$ cat src/rtl/multibank_pkg.sv
// rtl/multibank_pkg.sv - shared types and default sizing for the multibank RAM write controller
package multibank_pkg;

  // Occupancy of one RAM bank
  typedef enum logic [1:0] {
    BANK_FREE    = 2'd0,
    BANK_FILLING = 2'd1,
    BANK_FULL    = 2'd2
  } bank_state_t;

  // Controller: RUN writes samples, STALL discards them until the target bank frees up
  typedef enum logic {
    CTRL_RUN   = 1'b0,
    CTRL_STALL = 1'b1
  } ctrl_state_t;

  localparam int DEF_DEPTH    = 35500;
  localparam int DEF_AW       = 16;
  localparam int DEF_PL_PULSE = 11;

endpackage

$ cat src/rtl/bank_slot.sv
// rtl/bank_slot.sv - per-bank occupancy state, consumer release edge detector and pl_full pulse timer
module bank_slot
  import multibank_pkg::*;
#(
  parameter int PL_PULSE     = DEF_PL_PULSE,
  parameter bit INIT_FILLING = 1'b0
) (
  input  logic        clk_100m,
  input  logic        rst_n,
  input  logic        ps_done,
  input  logic        start_fill,
  input  logic        frame_end,
  output bank_state_t state,
  output logic        rel,
  output logic        pl_full,
  output logic        ps_full
);

  localparam logic [7:0] PULSE_LEN = 8'(PL_PULSE);

  logic       done_q1;
  logic       done_q2;
  logic [7:0] pulse_cnt;

  // Two-flop history of the consumer level; a 0->1 step is the release request
  always_ff @(posedge clk_100m) begin
    if (!rst_n) begin
      done_q1 <= 1'b0;
      done_q2 <= 1'b0;
    end else begin
      done_q1 <= ps_done;
      done_q2 <= done_q1;
    end
  end

  // Only a bank that is actually full can be handed back
  assign rel = done_q1 && !done_q2 && (state == BANK_FULL);

  // Occupancy: frame end fills, controller hand-off starts filling, release frees
  always_ff @(posedge clk_100m) begin
    if (!rst_n) begin
      state <= INIT_FILLING ? BANK_FILLING : BANK_FREE;
    end else if (frame_end) begin
      state <= BANK_FULL;
    end else if (start_fill) begin
      state <= BANK_FILLING;
    end else if (rel) begin
      state <= BANK_FREE;
    end
  end

  // pl_full pulse timer; a fresh frame end reloads it even mid-pulse
  always_ff @(posedge clk_100m) begin
    if (!rst_n) begin
      pulse_cnt <= 8'd0;
    end else if (frame_end) begin
      pulse_cnt <= PULSE_LEN;
    end else if (pulse_cnt != 8'd0) begin
      pulse_cnt <= pulse_cnt - 8'd1;
    end
  end

  assign pl_full = (pulse_cnt != 8'd0);
  assign ps_full = (state == BANK_FULL);

endmodule

$ cat src/rtl/multibank_ram_ctrl.sv
// rtl/multibank_ram_ctrl.sv - rotates FIR samples across NBANK RAM banks with full/release handshake
module multibank_ram_ctrl
  import multibank_pkg::*;
#(
  parameter int NBANK    = 2,
  parameter int DEPTH    = DEF_DEPTH,
  parameter int AW       = DEF_AW,
  parameter int PL_PULSE = DEF_PL_PULSE
) (
  input  logic                     clk_100m,
  input  logic                     rst_n,
  input  logic                     din_vld,
  input  logic                     din_last,
  input  logic [NBANK-1:0]         ps_done,
  input  logic                     ovf_clr,
  output logic [NBANK-1:0]         bank_we,
  output logic [AW-1:0]            addr_wr,
  output logic [$clog2(NBANK)-1:0] wr_bank,
  output logic [NBANK-1:0]         pl_full,
  output logic [NBANK-1:0]         ps_full,
  output logic                     overflow,
  output logic [15:0]              drop_cnt
);

  localparam int          BW        = $clog2(NBANK);
  localparam logic [AW-1:0] LAST_ADDR = AW'(DEPTH - 1);

  ctrl_state_t       state_q;
  ctrl_state_t       state_d;
  logic [BW-1:0]     next_bank;
  logic              frame_end;
  logic              go_stall;
  logic [NBANK-1:0]  start_fill;
  logic [NBANK-1:0]  slot_end;
  logic [NBANK-1:0]  rel;
  bank_state_t       bank_st [NBANK];
  logic              drop_inc;
  logic [15:0]       drop_base;
  logic [15:0]       drop_next;

  assign next_bank = (wr_bank == BW'(NBANK - 1)) ? '0 : wr_bank + 1'b1;

  // Controller next state, write enables and bank hand-off strobes
  always_comb begin
    state_d    = state_q;
    bank_we    = '0;
    start_fill = '0;
    slot_end   = '0;
    frame_end  = 1'b0;
    go_stall   = 1'b0;
    case (state_q)
      CTRL_RUN: begin
        bank_we[wr_bank] = din_vld;
        if (din_vld && (din_last || addr_wr == LAST_ADDR)) begin
          frame_end         = 1'b1;
          slot_end[wr_bank] = 1'b1;
          // A release landing on this same edge counts as a free bank
          if (bank_st[next_bank] == BANK_FULL && !rel[next_bank]) begin
            state_d  = CTRL_STALL;
            go_stall = 1'b1;
          end else begin
            start_fill[next_bank] = 1'b1;
          end
        end
      end
      CTRL_STALL: begin
        if (rel[wr_bank]) begin
          state_d             = CTRL_RUN;
          start_fill[wr_bank] = 1'b1;
        end
      end
      default: state_d = CTRL_RUN;
    endcase
  end

  // Controller state register
  always_ff @(posedge clk_100m) begin
    if (!rst_n) begin
      state_q <= CTRL_RUN;
    end else begin
      state_q <= state_d;
    end
  end

  // Write pointer: address advances per accepted sample, bank advances per frame
  always_ff @(posedge clk_100m) begin
    if (!rst_n) begin
      wr_bank <= '0;
      addr_wr <= '0;
    end else if (frame_end) begin
      wr_bank <= next_bank;
      addr_wr <= '0;
    end else if (state_q == CTRL_RUN && din_vld) begin
      addr_wr <= addr_wr + 1'b1;
    end
  end

  assign drop_inc  = (state_q == CTRL_STALL) && din_vld;
  assign drop_base = ovf_clr ? 16'd0 : drop_cnt;
  assign drop_next = (drop_inc && drop_base != 16'hFFFF) ? drop_base + 16'd1 : drop_base;

  // Sticky overflow flag and saturating discard counter; a new stall beats a clear
  always_ff @(posedge clk_100m) begin
    if (!rst_n) begin
      overflow <= 1'b0;
      drop_cnt <= 16'd0;
    end else begin
      if (go_stall) begin
        overflow <= 1'b1;
      end else if (ovf_clr) begin
        overflow <= 1'b0;
      end
      drop_cnt <= drop_next;
    end
  end

  for (genvar b = 0; b < NBANK; b++) begin : g_bank
    bank_slot #(
      .PL_PULSE    (PL_PULSE),
      .INIT_FILLING(b == 0)
    ) u_slot (
      .clk_100m  (clk_100m),
      .rst_n     (rst_n),
      .ps_done   (ps_done[b]),
      .start_fill(start_fill[b]),
      .frame_end (slot_end[b]),
      .state     (bank_st[b]),
      .rel       (rel[b]),
      .pl_full   (pl_full[b]),
      .ps_full   (ps_full[b])
    );
  end

endmodule

$ cat config.mk
export PLATFORM = sky130hd
export DESIGN_NAME = multibank_ram_ctrl
export DESIGN_NICKNAME = d
export VERILOG_FILES = /design/src/rtl/multibank_pkg.sv /design/src/rtl/bank_slot.sv /design/src/rtl/multibank_ram_ctrl.sv
export SDC_FILE = /design/constraint.sdc
export NUM_CORES = 1
export LEC_CHECK = 0
export CAP_MARGIN = 25
export CORE_ASPECT_RATIO = 1.1
export CORE_MARGIN = 2
export CORE_UTILIZATION = 29
export DETAILED_ROUTE_END_ITERATION = 7
export PLACE_DENSITY_LB_ADDON = 0.25
export SLEW_MARGIN = 10
export SYNTH_ARGS = -nofsm -noshare
export SYNTH_HDL_FRONTEND = slang
export SYNTH_HIERARCHICAL = 1
export SYNTH_SLANG_ARGS = --single-unit
$ cat constraint.sdc
create_clock -name clk_100m -period 3.1 [get_ports clk_100m]
set_clock_uncertainty 0.05 [all_clocks]
set_input_delay 0.31 -clock clk_100m [delete_from_list [all_inputs] [get_ports clk_100m]]
set_output_delay 0.31 -clock clk_100m [all_outputs]
set_load 0.05 [all_outputs]
==> out/summary.txt <==
status - complete, no violations
DRT Pass-1 Iters - 4
hold buffers post-CTS - 0
critical-path cell list - inv_1, ha_1, or3b_2, nor2_2, inv_2, clkdlybuf4s50_1
Endpoint, Worst Hold - g_bank[1].u_slot/done_q2$_SDFF_PN0_
final-report hold violation count - 0
setup TNS - 0 ns
ys async rst share - 0%
CTS sink count - 59
root buf cell - clkbuf_16
Netlist Area Pre-Place - 0.003104 mm²
FP Rows - 39
synth unique cells - 54
Clock Latency Late Sink - 0.33 ns
Avg WL per Cell - 14.02 µm
drt first-iter violations - 83
critical path class - register to output pin
first-pass GRT wire length - 13010 µm
worst reg2reg path depth - 7
vias in the first global route - 2635
Hold Crit Class - register to register
Synth area leader - dfxtp_1
Seq/Total Area, Yosys - 38.05%
core footprint - 0.01039 mm²
TritonCTS clock tree - done
crit-path max cell delay - 0.71 ns
CTS H-tree depth - 3
initial cell density of the core - 29.87%
post_cts resized - 0
slew margin rel. - 53.98%
yosys warns - 6
Synth Instances - 362
I/O Buffers - 46
die height - 112.5 µm
Final Cycle Share - 92.50%
Period minus WS final - 2.868 ns
P&R area growth vs syn - 29.87%
syn nets - 375
Die ar. - 0.01155 mm²
initial antenna violation count - 0
Routed WL - 7850 µm
Pwr Density - 681.0 mW/mm²
critical path launch point type - register
share of the synthesized area in the top cell type - 38.05%
Top-Level Pins - 47
top cells by area, synth - dfxtp_1 (38%), a21oi_1 (3.7%), nor2_1 (3.4%), mux2i_1 (3.2%), xnor2_1 (3.1%)
R2R Path End - g_bank[0].u_slot/pulse_cnt[3]$_SDFFE_PN0P_
Slowest-stage cell, CP - clkdlybuf4s50_1
CP bufs+invs - 3
worst r2r src - addr_wr[0]$_SDFFE_PP0P_
Hold Path Cell Cnt - 1
Most used DFF post-synth - dfxtp_1
max-cap violations - 0
Synth Register Bits - 59
Leak - 0.001373 µW
Inserted Diodes - 0
highest clock rate - 348.7 MHz
arrival time worst endpoint - 2.51 ns
Via-to-Cell Ratio - 5.161
GPL Wtd Cong - 0.8253
# DRC - 0
RSZ-0062 raised after global routing - no
Post-synth EDFFs - 0
max-slew violation count - 0
Crit path max-delay family - buffers and inverters
final setup vio count - 0
worst slack, placed - 0.5312 ns
Worst Slack Setup Final - 0.2324 ns
Congestion Overflow GR - 0
GRT Total Usage - 14.13%
hold path start - g_bank[1].u_slot/done_q1$_SDFF_PN0_
worst-case clock buffer depth - 2
Post-DP HPWL - 5631 µm
Die X - 102.6 µm
reg2reg setup slack - 0.53 ns
Slew @ Worst Pin - 0.6878 ns
number of CTS-inserted buffers - 9
Post-CTS Setup Repair Bufs - 0
antenna viol nets, final - 0
Max VDD drop - 0.3834 mV
Mapped Avg Cell Area - 8.575 µm²
CP max FO - 5
Clock Pin Slew Worst Setup and Hold Paths - 0.05 ns
Via Count - 2890
Req. time, crit path - 2.74 ns
layout cell share with drive strength beyond 1 - 8.153%
CP endpoint kind - output pin
largest net degree at the start of global routing - 16
Final nets - 425
-- registers in the layout, indices dropped and copies added (netlist names) --
| name | flops |
|---|---|
| g_bank.u_slot/done_q1 | 2 |
| wr_bank | 1 |
| g_bank.u_slot/done_q2 | 2 |
| drop_cnt | 16 |
| state_q | 1 |
| addr_wr | 16 |
| g_bank.u_slot/pulse_cnt | 16 |
| g_bank.u_slot/state | 4 |
| overflow | 1 |
-- where the power goes --
group          switching (µW)  internal [µW]  total (µW)
clock                     346            704        1050
combinational             427            311         738
sequential                104            854         958
-- placed cells by master (no fill, tap or decap), types with 9 or more instances in the layout --
cell and n:
o21ai_0 17, nor2_1 28, nand4_1 11, nand2_1 22, mux2i_1 10, or4_1 11, clkbuf_16 9, inv_1 19
clkdlybuf4s50_1 46, nand3_1 16, a21oi_1 23, xnor2_1 11, dfxtp_1 59, nor4_1 12, nor2b_1 9
-- synth_stat cells, types with 2 or more instances --
cell,n
a2111o_1,3
a211oi_1,7
a21o_1,4
a21oi_1,23
a311oi_1,3
a31o_2,2
a32o_1,2
and2_1,6
and3_1,5
buf_2,4
clkbuf_1,6
dfxtp_1,59
ha_1,6
inv_1,19
mux2_2,2
mux2i_1,10
nand2_1,22
nand2b_1,4
nand3_1,16
nand3b_1,2
nand4_1,11
nand4b_1,2
nor2_1,28
nor2b_1,9
nor3_1,6
nor3b_1,6
nor4_1,12
nor4bb_1,5
o211ai_1,3
o21ai_0,17
o31a_1,2
o31ai_1,7
or2_2,2
or3_1,5
or3b_2,3
or4_1,11
xnor2_1,11
-- how the worst max path moves through the flow --
stage / cells past startpoint / endpoint / from
3_5_place_dp: 4 / bank_we[1] / din_vld
5_1_grt: 6 / pl_full[0] / g_bank[0].u_slot/pulse_cnt[0]$_SDFFE_PN0P_
4_1_cts: 6 / pl_full[0] / g_bank[0].u_slot/pulse_cnt[0]$_SDFFE_PN0P_
3_3_place_gp: 4 / bank_we[1] / din_vld
2_1_floorplan: 7 / g_bank[0].u_slot/pulse_cnt[3]$_SDFFE_PN0P_ / addr_wr[0]$_SDFFE_PP0P_
6_report: 6 / pl_full[0] / g_bank[0].u_slot/pulse_cnt[0]$_SDFFE_PN0P_
-- kinds of logic (layout without fill, tap and decap cells) --
family	count (synthesis)	count (layout)	share of synthesized area (%)
DFF	59	59	38.05
adders and majority gates	6	6	2.418
xor gates and xnor gates	12	12	3.386
buffers and inverters	31	86	4.151
muxes	12	12	3.950
AOI/OAI and AO/OA	78	78	16.41
and+or+nand+nor	164	164	31.64
-- metal layers --
metal  track usage (%)  part of all wire, %  routed length (µm)
met2             21.79                   47                3682
met5                 0                    0                   0
met3             3.736                  4.0                 316
met1             18.55                   47                3719
met4             5.867                  1.7                 132
-- stage by stage --
step	instance area, µm²	power (µW)	hold slack, ns	cells	util, %
2_1_floorplan	3104	1532	0.3362	362	-
3_3_place_gp	3720	1692	0.3816	544	35.79
3_5_place_dp	3720	1699	0.3863	544	35.79
4_1_cts	4031	2771	0.4001	560	38.79
5_1_grt	4031	2904	0.4168	560	38.79
6_report	4031	2745	0.4013	560	38.79
-- worst register-to-register path, delay by kind of cell (launching register included) --
kind / cells / cell delay, ns
compound gates: 2 / 0.54
fa+ha+maj: 1 / 0.27
buf+inv: 1 / 0.16
flops: 1 / 0.41
simple gates: 3 / 1.04
-- final cells by class --
type                       instances  area, µm²
fill                            1051       6362
timing repair buffer              50      490.5
sequential                        59       1181
clock buffer                      12      236.5
inverter                          20      75.07
multi-input combinational        272       1794
clock inverter                     4      75.07
tap                              143      178.9
No activity file was read; power rests on OpenSTA's default activity.
